===== src/rtl/csr_unit_if.sv =====
// csr_unit_if: CSR access bus between the execute stage and csr_unit
interface csr_unit_if #(parameter int XLEN = 32);
  logic valid;
  logic [1:0] op;
  logic [11:0] addr;
  logic [XLEN-1:0] wdata;
  logic [XLEN-1:0] rdata;
  logic illegal;
  modport master(output valid, op, addr, wdata, input rdata, illegal);
  modport slave(input valid, op, addr, wdata, output rdata, illegal);
endinterface


===== src/rtl/csr_unit.sv =====
// csr_unit: machine-mode CSR file with RMW ops, 64-bit counters, trap/mret and interrupt arbitration
module csr_unit #(
  parameter int XLEN = 32,
  parameter logic [XLEN-1:0] HART_ID = '0,
  parameter logic [XLEN-1:0] MTVEC_RESET = '0,
  parameter logic [XLEN-1:0] MVENDORID = '0
) (
  input  logic clk,
  input  logic rst_n,
  csr_unit_if.slave csr,
  input  logic trap_valid,
  input  logic [XLEN-1:0] trap_cause,
  input  logic [XLEN-1:0] trap_pc,
  input  logic [XLEN-1:0] trap_tval,
  input  logic mret_valid,
  input  logic retire,
  input  logic irq_soft,
  input  logic irq_timer,
  input  logic irq_ext,
  output logic irq_pending,
  output logic [XLEN-1:0] irq_cause,
  output logic redirect_valid,
  output logic [XLEN-1:0] redirect_pc
);
  localparam logic [XLEN-1:0] ALIGN = ~XLEN'(3);
  localparam logic [XLEN-1:0] MIE_MASK = XLEN'(12'h888);
  logic mstatus_mie, mstatus_mpie, hit, we;
  logic [XLEN-1:0] mie_r, mtvec, mscratch, mepc, mcause, mtval, mip, rdata, nv, enabled;
  logic [63:0] mcycle, minstret, mcycle_n, minstret_n;
  assign mip = XLEN'({irq_ext, 3'b0, irq_timer, 3'b0, irq_soft, 3'b0});
  always_comb begin
    hit = 1'b1;
    rdata = '0;
    case (csr.addr)
      12'h300: rdata = XLEN'({2'b11, 3'b0, mstatus_mpie, 3'b0, mstatus_mie, 3'b0});
      12'h301: rdata = {(XLEN == 64) ? 2'b10 : 2'b01, (XLEN-2)'(9'h100)};
      12'h304: rdata = mie_r;
      12'h305: rdata = mtvec;
      12'h340: rdata = mscratch;
      12'h341: rdata = mepc;
      12'h342: rdata = mcause;
      12'h343: rdata = mtval;
      12'h344: rdata = mip;
      12'hB00, 12'hC00: rdata = XLEN'(mcycle);
      12'hB02, 12'hC02: rdata = XLEN'(minstret);
      12'hB80, 12'hC80: begin
        hit = XLEN == 32;
        rdata = hit ? XLEN'(mcycle[63:32]) : '0;
      end
      12'hB82, 12'hC82: begin
        hit = XLEN == 32;
        rdata = hit ? XLEN'(minstret[63:32]) : '0;
      end
      12'hF11: rdata = MVENDORID;
      12'hF12, 12'hF13: rdata = '0;
      12'hF14: rdata = HART_ID;
      default: hit = 1'b0;
    endcase
  end
  assign csr.rdata = rdata;
  assign csr.illegal = csr.valid & (!hit | (csr.op != 2'b00 & csr.addr[11:10] == 2'b11));
  assign we = csr.valid & (csr.op != 2'b00) & !csr.illegal & !trap_valid & !mret_valid;
  assign nv = csr.op == 2'b01 ? csr.wdata : csr.op == 2'b10 ? rdata | csr.wdata : rdata & ~csr.wdata;
  // a write to either half replaces this cycle's increment of the whole counter
  always_comb begin
    mcycle_n = mcycle + 64'd1;
    minstret_n = minstret + 64'(retire);
    if (we) begin
      if (csr.addr == 12'hB00) mcycle_n = (XLEN == 64) ? 64'(nv) : {mcycle[63:32], nv[31:0]};
      if (csr.addr == 12'hB80) mcycle_n = {nv[31:0], mcycle[31:0]};
      if (csr.addr == 12'hB02) minstret_n = (XLEN == 64) ? 64'(nv) : {minstret[63:32], nv[31:0]};
      if (csr.addr == 12'hB82) minstret_n = {nv[31:0], minstret[31:0]};
    end
  end
  always_ff @(posedge clk or negedge rst_n) begin
    if (!rst_n) begin
      mstatus_mie <= 1'b0;
      mstatus_mpie <= 1'b0;
      mie_r <= '0;
      mtvec <= MTVEC_RESET & ALIGN;
      mscratch <= '0;
      mepc <= '0;
      mcause <= '0;
      mtval <= '0;
      mcycle <= '0;
      minstret <= '0;
    end else begin
      mcycle <= mcycle_n;
      minstret <= minstret_n;
      if (trap_valid) begin
        mepc <= trap_pc & ALIGN;
        mcause <= trap_cause;
        mtval <= trap_tval;
        mstatus_mpie <= mstatus_mie;
        mstatus_mie <= 1'b0;
      end else if (mret_valid) begin
        mstatus_mie <= mstatus_mpie;
        mstatus_mpie <= 1'b1;
      end else if (we) begin
        case (csr.addr)
          12'h300: begin
            mstatus_mie <= nv[3];
            mstatus_mpie <= nv[7];
          end
          12'h304: mie_r <= nv & MIE_MASK;
          12'h305: mtvec <= nv & ALIGN;
          12'h340: mscratch <= nv;
          12'h341: mepc <= nv & ALIGN;
          12'h342: mcause <= nv;
          12'h343: mtval <= nv;
          default: ;
        endcase
      end
    end
  end
  // ext outranks soft, which outranks timer
  assign enabled = mie_r & mip;
  assign irq_pending = mstatus_mie & |enabled;
  assign irq_cause = !(|enabled) ? '0 :
    {1'b1, (XLEN-1)'(enabled[11] ? 4'd11 : enabled[3] ? 4'd3 : 4'd7)};
  assign redirect_valid = trap_valid | mret_valid;
  assign redirect_pc = trap_valid ? mtvec : mepc;
endmodule


===== src/flat_wrapper.sv =====
// flat-port wrapper written by rule: the top's interface ports become plain ports
module csr_unit_flat 
#(
  parameter int XLEN = 32,
  parameter logic [XLEN-1:0] HART_ID = '0,
  parameter logic [XLEN-1:0] MTVEC_RESET = '0,
  parameter logic [XLEN-1:0] MVENDORID = '0
)
  (clk, rst_n, trap_valid, trap_cause, trap_pc, trap_tval, mret_valid, retire, irq_soft, irq_timer, irq_ext, irq_pending, irq_cause, redirect_valid, redirect_pc, csr_valid, csr_op, csr_addr, csr_wdata, csr_rdata, csr_illegal);
  csr_unit_if #(.XLEN(XLEN)) csr_i ();
  input  logic clk;
  input  logic rst_n;
  input  logic trap_valid;
  input  logic [XLEN-1:0] trap_cause;
  input  logic [XLEN-1:0] trap_pc;
  input  logic [XLEN-1:0] trap_tval;
  input  logic mret_valid;
  input  logic retire;
  input  logic irq_soft;
  input  logic irq_timer;
  input  logic irq_ext;
  output logic irq_pending;
  output logic [XLEN-1:0] irq_cause;
  output logic redirect_valid;
  output logic [XLEN-1:0] redirect_pc;
  input wire logic [$bits(csr_i.valid)-1:0] csr_valid;
  input wire logic [$bits(csr_i.op)-1:0] csr_op;
  input wire logic [$bits(csr_i.addr)-1:0] csr_addr;
  input wire logic [$bits(csr_i.wdata)-1:0] csr_wdata;
  output wire logic [$bits(csr_i.rdata)-1:0] csr_rdata;
  output wire logic [$bits(csr_i.illegal)-1:0] csr_illegal;
  assign csr_i.valid = csr_valid;
  assign csr_i.op = csr_op;
  assign csr_i.addr = csr_addr;
  assign csr_i.wdata = csr_wdata;
  assign csr_rdata = csr_i.rdata;
  assign csr_illegal = csr_i.illegal;
  csr_unit #(.XLEN(XLEN), .HART_ID(HART_ID), .MTVEC_RESET(MTVEC_RESET), .MVENDORID(MVENDORID)) u_core (.clk(clk), .rst_n(rst_n), .csr(csr_i), .trap_valid(trap_valid), .trap_cause(trap_cause), .trap_pc(trap_pc), .trap_tval(trap_tval), .mret_valid(mret_valid), .retire(retire), .irq_soft(irq_soft), .irq_timer(irq_timer), .irq_ext(irq_ext), .irq_pending(irq_pending), .irq_cause(irq_cause), .redirect_valid(redirect_valid), .redirect_pc(redirect_pc));
endmodule

===== config.mk =====
export PLATFORM = sky130hd
export DESIGN_NAME = csr_unit_flat
export DESIGN_NICKNAME = d
export VERILOG_FILES = /design/src/rtl/csr_unit_if.sv /design/src/rtl/csr_unit.sv /design/src/flat_wrapper.sv
export SDC_FILE = /design/constraint.sdc
export NUM_CORES = 1
export LEC_CHECK = 0
export BUFFER_PORTS_ARGS = -buffer_cell sky130_fd_sc_hd__clkbuf_2
export CORE_ASPECT_RATIO = 0.6
export CORE_MARGIN = 1.5
export CORE_UTILIZATION = 45
export CTS_CLUSTER_DIAMETER = 30
export DETAILED_ROUTE_END_ITERATION = 16
export PLACE_DENSITY = 0.67
export SLEW_MARGIN = 20
export SYNTH_ARGS = -nofsm -noshare
export SYNTH_HDL_FRONTEND = slang
export SYNTH_SLANG_ARGS = --single-unit

===== constraint.sdc =====
create_clock -name clk -period 6.7 [get_ports clk]
set_input_delay 1.005 -clock clk [delete_from_list [all_inputs] [get_ports clk]]
set_output_delay 1.005 -clock clk [all_outputs]
set_load 0.02 [all_outputs]

==> results.md, run 1 <==
- The run finished with clean final reports.
- The final period demand of the worst path is between 4 and 5 ns.
- The initial antenna violation count is 1.
- The final wirelength is 84400 um.
- The final hold violation count was 0.
- The final number of setup-violating endpoints is 0.
- The count of nets after finishing is between 2000 and 2500.
- Summed over all failing endpoints, the final setup total negative slack is 0 ns.
- Entering global routing, the biggest net connects 136 pins.
- The die outline area is 42900 um^2.
- Traced cell by cell, the critical path runs through clkbuf_2 -> or3_1 -> buf_4 -> a21oi_2 -> nand2_1 -> o22ai_1 -> or3_1 -> clkbuf_2.
- The final weighted congestion in routability-driven placement is roughly 1.1.
- After detailed routing, the average wire length per cell comes to between 20 and 30 um.
- Across the run, the number of max-cap violations was 0.
- For this run, the register share of the synthesized area comes to 0.386.
- The worst setup timing slack at the placement stage is approximately 1.8 ns.
- The detailed router's first-iteration violation count is between 3000 and 4000.
- The global-route wire length before repair is 123000 um.
- The dominant register cell in the synthesized netlist is dfrtp_1.
- The via count is roughly 20000.
- Of the post-synthesis cell area, the dominant cell type holds 0.386.
- For this run, the top clock speed supported by timing is between 200 and 250 MHz.
- Of all nets on the critical path, the largest fanout is 18.
- In this run the power density over the cells is roughly 250 nW/um^2.
- The completed layout was analyzed and its total power is roughly 0.0056 W.
- The depth of the CTS H-tree is 2.
- After routing the design area is 22400 um^2.
- The cell-internal power is about 0.0040 W.
- The library cell used most frequently in the layout, excluding fill and tap cells, is dfrtp_1.
- The number of buffers on the longest clock path is 3.
- The slowest cell on the critical path is a21oi_2.
- The per-cell via count in the routed design is 6.97.
- Sorting the synthesized cells by area gives the leading types as dfrtp_1, o21ai_0, a22oi_1, nand2_1, mux2i_1.
- The worst setup path is launched from an input port.
- VDD sags by at most roughly 0.00019 V.
- The transition at the pin with the smallest max-transition slack is 1.29 ns.
- Synthesis produced a netlist whose cell count is between 2000 and 2500.
- For this run, the number of Yosys warnings is 0.
- The filler cells instantiated in the layout total approximately 3700.
- The total cell area at the placement stage is ~20000 um^2.
- The DRC violations left is 0.
- Setup repair after global routing left no endpoint under its margin.
- The remaining antenna violation count is 0.
- The share of total power dissipated in combinational logic is 0.128.
- Of the total power, registers draw 0.347.
- The total congestion overflow is 0.
- The number of hold buffers added after CTS was 0.
- Yosys mapped the design onto roughly 90 distinct sky130hd cell types.
- The synthesis-to-finish area growth is 19.5%.
- After clock tree synthesis, the clock-pin slew on the worst setup and hold paths is ~0.050 ns.
- The die is 266 um wide.
- The worst stage delay on the critical path is about 0.64 ns.
- The largest total area in the synthesized netlist belongs to dfrtp_1.
- The library cells used most frequently in the layout, excluding fill and tap cells, are dfrtp_1, clkbuf_2, nand2_1.
- The worst setup path is captured at an output pin.
- For the final database, setup skew stands at between 0.02 and 0.03 ns.
- The part of the total power dissipated in the clock network is 0.525.
- The final clock period utilization by the worst path is 0.743.
- The number of global-route vias before repair is between 15000 and 20000.
- Data on the critical path arrives at its endpoint at 3.97 ns.
- The count of buffers inserted at the top-level ports is approximately 220.
- Clock tree synthesis found a total of roughly 290 sinks.
- Pin placement for this block handled 250 I/O pins.
- The number of gates given a new drive strength after cts is 0.
- The cell leakage power is ~9.4 nW.
- The worst setup path category is input port to output pin.
- The min-delay analysis places its worst path in the category input port to asynchronous set/reset pin.
- On the final layout, the worst hold slack is 0.433 ns.
- The required time of the critical path is between 5 and 6 ns.
- The worst max-slew margin expressed relative to the limit is 0.135.
- Of the cells placed in the final design, the portion with a size suffix greater than 1 is 0.222.
- The number of flip-flops and latches in the synthesized netlist is about 290.
- The source-to-sink clock delay at the later pin of the worst-skew pair is about 0.61 ns.
- The proportion of register bits with asynchronous set or reset after synthesis is 1.00.
- The half-perimeter wire length after placement is ~60000 um.
- The first detailed-routing pass ran for 6 iterations.
- The total global-route track usage is 0.383.
- The placeable core region is slightly above 40000 um^2.
- Row generation in the floorplan step produced 57 rows.
- In the post-route analysis, the smallest setup slack over all paths is between 1.5 and 2 ns.
- In this run the vertical extent of the chip is 161 um.
- Of the total power, the share spent switching nets is 0.292.
- After synthesis, the mean cell area works out to slightly below 9 um^2.
- The buffers inserted during post-CTS setup optimization is 0.
- The tree is rooted in a clkbuf_16.
- The total count of max-transition violations in the final report is 0.
- TritonCTS created 55 clock buffers.
- The initial cell density of the core is 0.459.
- The netlist area before placement is about 19000 um^2.
- TritonCTS built the clock tree.
- The net switching power figure is ~0.0016 W.
- Across all register-to-register paths, the minimum setup slack is between 3 and 4 ns.
- The number of enable flip-flop cells after synthesis is 0.
-- worst max-delay path, delay by kind of cell --
family | cells | cell delay, ns
compound gates | 2 | 1.20
buf+inv | 3 | 0.65
simple gates | 3 | 1.11
-- routing by layer --
layer	up-vias	share of wire	GRT usage
met3	251	0.17	0.163
met2	1569	0.39	0.513
li1	8414	-	-
met5	-	0.00015	0
met4	2	0.045	0.149
met1	9837	0.39	0.541
-- metrics by stage --
stage,utilization,instances
finish,0.549,2878
global route,0.549,2876
CTS,0.548,2875
detailed placement,0.500,2772
global placement,0.499,2771
floorplan,-,2129
-- final timing paths --
kind	startpoint	to	cells past startpoint
max in group asynchronous	rst_n	u_core.mtvec[21]	2
setup / recovery	csr_addr[6]	csr_rdata[14]	8
setup reg to reg	u_core.mcycle[7]	u_core.mcycle[52]	6
min in group clk	u_core.mscratch[5]	u_core.mscratch[5]	2
hold / removal	rst_n	u_core.minstret[31]	1
hold reg to reg	u_core.mscratch[5]	u_core.mscratch[5]	2
-- sequential cells by signal (all words and copies together) (netlist names) --
signal,count
u_core.mcause,32
u_core.mcycle,64
u_core.mepc,30
u_core.mie_r,3
u_core.minstret,64
u_core.mscratch,32
u_core.mstatus_mie,1
u_core.mstatus_mpie,1
u_core.mtval,32
u_core.mtvec,30
-- area by class of cell --
cell class	count	area [um^2]	share of cell area
tap	560	701	0.0313
sequential	289	7230	0.323
timing repair buffer	279	1610	0.0721
inverter	21	78.8	0.00352
antenna	2	5.00	0.000223
multi-input combinational	1624	10800	0.483
clock buffer	69	1530	0.0683
clock inverter	34	430	0.0192
-- power by group through the flow --
stage                     Combinational, W  Sequential (W)  Clock (W)
after floorplan                   0.000421         0.00193          0
after CTS                         0.000698         0.00195    0.00296
after global routing              0.000762         0.00197    0.00305
after detailed placement          0.000694         0.00198          0
final                             0.000724         0.00196    0.00296
after global placement            0.000678         0.00197          0
-- cell usage after synthesis, drive strengths merged, types with 6 or more instances --
| cell type | number |
|---|---|
| mux2 | 50 |
| a211o | 12 |
| nand4 | 56 |
| mux2i | 61 |
| o22ai | 56 |
| and4 | 15 |
| nor4 | 27 |
| o41ai | 12 |
| dfrtp | 289 |
| a31oi | 29 |
| a211oi | 25 |
| and2 | 21 |
| xor2 | 11 |
| a22oi | 128 |
| buf | 94 |
| or3 | 21 |
| a221oi | 14 |
| inv | 21 |
| nand4b | 6 |
| nor3 | 48 |
| o21ai | 223 |
| a21oi | 120 |
| xnor2 | 42 |
| clkbuf | 101 |
| mux4 | 14 |
| a41o | 8 |
| nand3 | 72 |
| or4 | 10 |
| and3 | 37 |
| nor2 | 86 |
| o31ai | 12 |
| nand2 | 213 |
| nor4b | 8 |
| o211ai | 25 |
| a22o | 6 |
| o221ai | 26 |
-- cell families (layout without fill, tap and decap cells) --
logic type | count (synthesis) | count (layout) | share of synthesized area
compound gates | 763 | 763 | 0.270
buf+inv | 216 | 403 | 0.0537
fa+ha+maj | 3 | 3 | 0.00200
mux | 125 | 125 | 0.0794
flops | 289 | 289 | 0.386
other cells | 1 | 31 | 0.000200
simple gates | 651 | 651 | 0.184
xor+xnor | 53 | 53 | 0.0248
Note: power is estimated with default switching activity, not from simulation.
==> run 2: changes to the inputs <==
==> constraint.sdc (replaced) <==
create_clock -name clk -period 4.9 [get_ports clk]
set_input_delay 0.735 -clock clk [delete_from_list [all_inputs] [get_ports clk]]
set_output_delay 0.735 -clock clk [all_outputs]
set_load 0.02 [all_outputs]
==> results.md, run 2 (synthesis gave the netlist of run 1 again) <==
- The largest fanout of any net on the critical path is 27.
- Power spread over the standard cell area amounts to around 340 nW/um^2.
- The repair_antennas step left the layout with diodes totalling 0.
- OpenSTA, run right after detailed placement, puts the worst setup slack at 0.817 ns.
- The peak clock frequency supported by timing is between 200 and 300 MHz.
- The source-to-sink clock delay at the later pin of the worst-skew pair is ~0.60 ns.
- The cell leakage power is between 9 and 10 nW.
- The width of the die is 266 um.
- At the pin with the least slew margin, the transition time is approximately 1.2 ns.
- The per-cell via count in the routed design is a little under 7.
- In the routed design, unresolved DRC markers number 0.
- The flow ran to the end, and the final reports show no timing, DRC or antenna violations.
- The completed layout was analyzed and its total power is roughly 0.0077 W.
- Across the run, the number of max-cap violations was 0.
- The library cell used most frequently in the layout, excluding fill and tap cells, is dfrtp_1.
- The number of global-route vias before repair is 18944.
- The launching element type of the critical path is an input port.
- Summed over all nets, the half-perimeter wirelength after detailed placement is 62200 um.
- The worst hold-check path type is input port to asynchronous set/reset pin.
- Pin placement for this block handled 250 I/O pins.
- The number of gates given a new drive strength after cts is 0.
- In the post-route analysis, the smallest setup slack over all paths is around 0.95 ns.
- The register-to-register setup slack is between 1.5 and 2 ns.
- The initial utilization of the core area, before any placement, comes to 0.459.
- The net count of the finished layout is 2467.
- The initial antenna violation count came to 1.
- The congestion estimate from routability-driven global placement came to 1.03.
- The detailed router's first-iteration violation count is just over 3000.
- The share of post-route cells with drive strength above 1 is 0.234.
- Of the available clock period, the critical path in the final layout requires 0.806.
- The count of buffers inserted at the top-level ports is roughly 220.
- After detailed routing, the average wire length per cell comes to around 30 um.
- The depth of the CTS H-tree is 2.
- Setup violations remaining at the end of the flow were counted as 0.
- The hold buffer count at cts is 0.
- The total global-route track usage is 0.396.
- The worst setup path category is input port to output pin.
- The final hold violation count is 0.
- The placeable core region is a little over 40000 um^2.
- At the worst endpoint, the arrival time is ~3.2 ns.
- The worst vdd rail ir drop is 0.000263 V.
- For the final routed database, the setup TNS stands at 0 ns.
- The clock sink count is roughly 290.
- The die covers between 40000 and 50000 um^2.
- The buffer cell driving the clock tree root is clkbuf_16.
- The pre-antenna-repair detailed-routing pass consisted of 9 iterations.
- TritonCTS created between 50 and 60 clock buffers.
- The largest registers in the layout are u_core.mcycle x64, u_core.minstret x64.
- Clock skew on the completed layout was measured at between 0.03 and 0.04 ns.
- TritonCTS built the clock tree.
- Row generation in the floorplan step produced 57 rows.
- Entering global routing, the biggest net connects 101 pins.
- The total count of max-transition violations in the final report was 0.
- The remaining antenna violation count is 0.
- The buffers inserted during post-CTS setup optimization is 0.
- The via count is a little over 20000.
- The worst setup path is captured at an output pin.
- The number of buffers on the longest clock path is 3.
- Clock-pin slew was measured on the worst setup and hold paths at ~0.05 ns.
- The total congestion overflow is 0.
- The worst max-slew margin expressed relative to the limit is 0.192.
- The final period demand of the worst path is between 3 and 4 ns.
- From synthesis to final layout, the design area changed by 20.9%.
- At the worst endpoint, the required time is 4.16 ns.
- Setup repair after global routing left no endpoint under its margin.
- The die is 161 um tall.
- The global-route wire length before repair is around 130000 um.
- Leaving out fill and tap cells, the most frequent cells in the layout are dfrtp_1, clkbuf_2, nand2_1.
- The routed design has about 86000 um of wire.
## run 2: changes by cell type in the layout (fill, tap and decap cells not counted), moves of 3 or more
| cell | delta |
|---|---|
| clkinvlp_4 | -3 |
| buf_12 | +3 |
| o21ai_2 | -4 |
| inv_6 | +6 |
| inv_8 | +3 |
| clkinv_2 | -4 |
| buf_4 | +41 |
| o21ai_1 | +4 |
## run 2: worst paths after layout
kind | start | endpoint | depth (start not counted)
max | csr_addr[0] | csr_rdata[27] | 8
min | rst_n | u_core.minstret[40] | 1
max reg2reg | u_core.mcycle[35] | u_core.mcycle[59] | 6
min reg2reg | u_core.mscratch[21] | u_core.mscratch[21] | 2
max in group asynchronous | rst_n | u_core.mepc[8] | 2
min in group clk | trap_pc[12] | u_core.mepc[12] | 2
## run 2: through the flow
step,cells,hold WS (ns),instance area (um^2),utilization
floorplan,2129,0.439,18800,-
global placement,2815,0.455,20700,0.507
detailed placement,2815,0.463,20700,0.507
CTS,2916,0.222,22700,0.555
global route,2916,0.254,22700,0.555
finish,2916,0.178,22700,0.555
## run 2: critical path, stage by stage
cell and delay [ns]:
buf_2 0.60, nor4b_2 0.13, buf_4 0.24, o21ai_1 0.37, buf_4 0.28, o22ai_1 0.19, or3_1 0.47, clkbuf_2 0.17
## run 2: area by class of cell
class / instances / area, um^2
clock buffer: 70 / 1570
sequential: 289 / 7230
fill: 3679 / 18100
tap: 560 / 701
inverter: 21 / 78.8
timing repair buffer: 321 / 1930
clock inverter: 31 / 387
multi-input combinational: 1624 / 10800
## run 2: layer usage
metal / GRT usage / wire length [um]
met1: 0.568 / 35600
met2: 0.548 / 34700
met3: 0.140 / 12600
met4: 0.135 / 3330
met5: 0 / 0
## run 2: power breakdown
part	switching (W)	total (W)	leakage [nW]	internal, W
Combinational	0.000634	0.000986	5.02	0.000352
Clock	0.00144	0.00403	0.953	0.00259
Sequential	0.000163	0.00269	3.66	0.00252
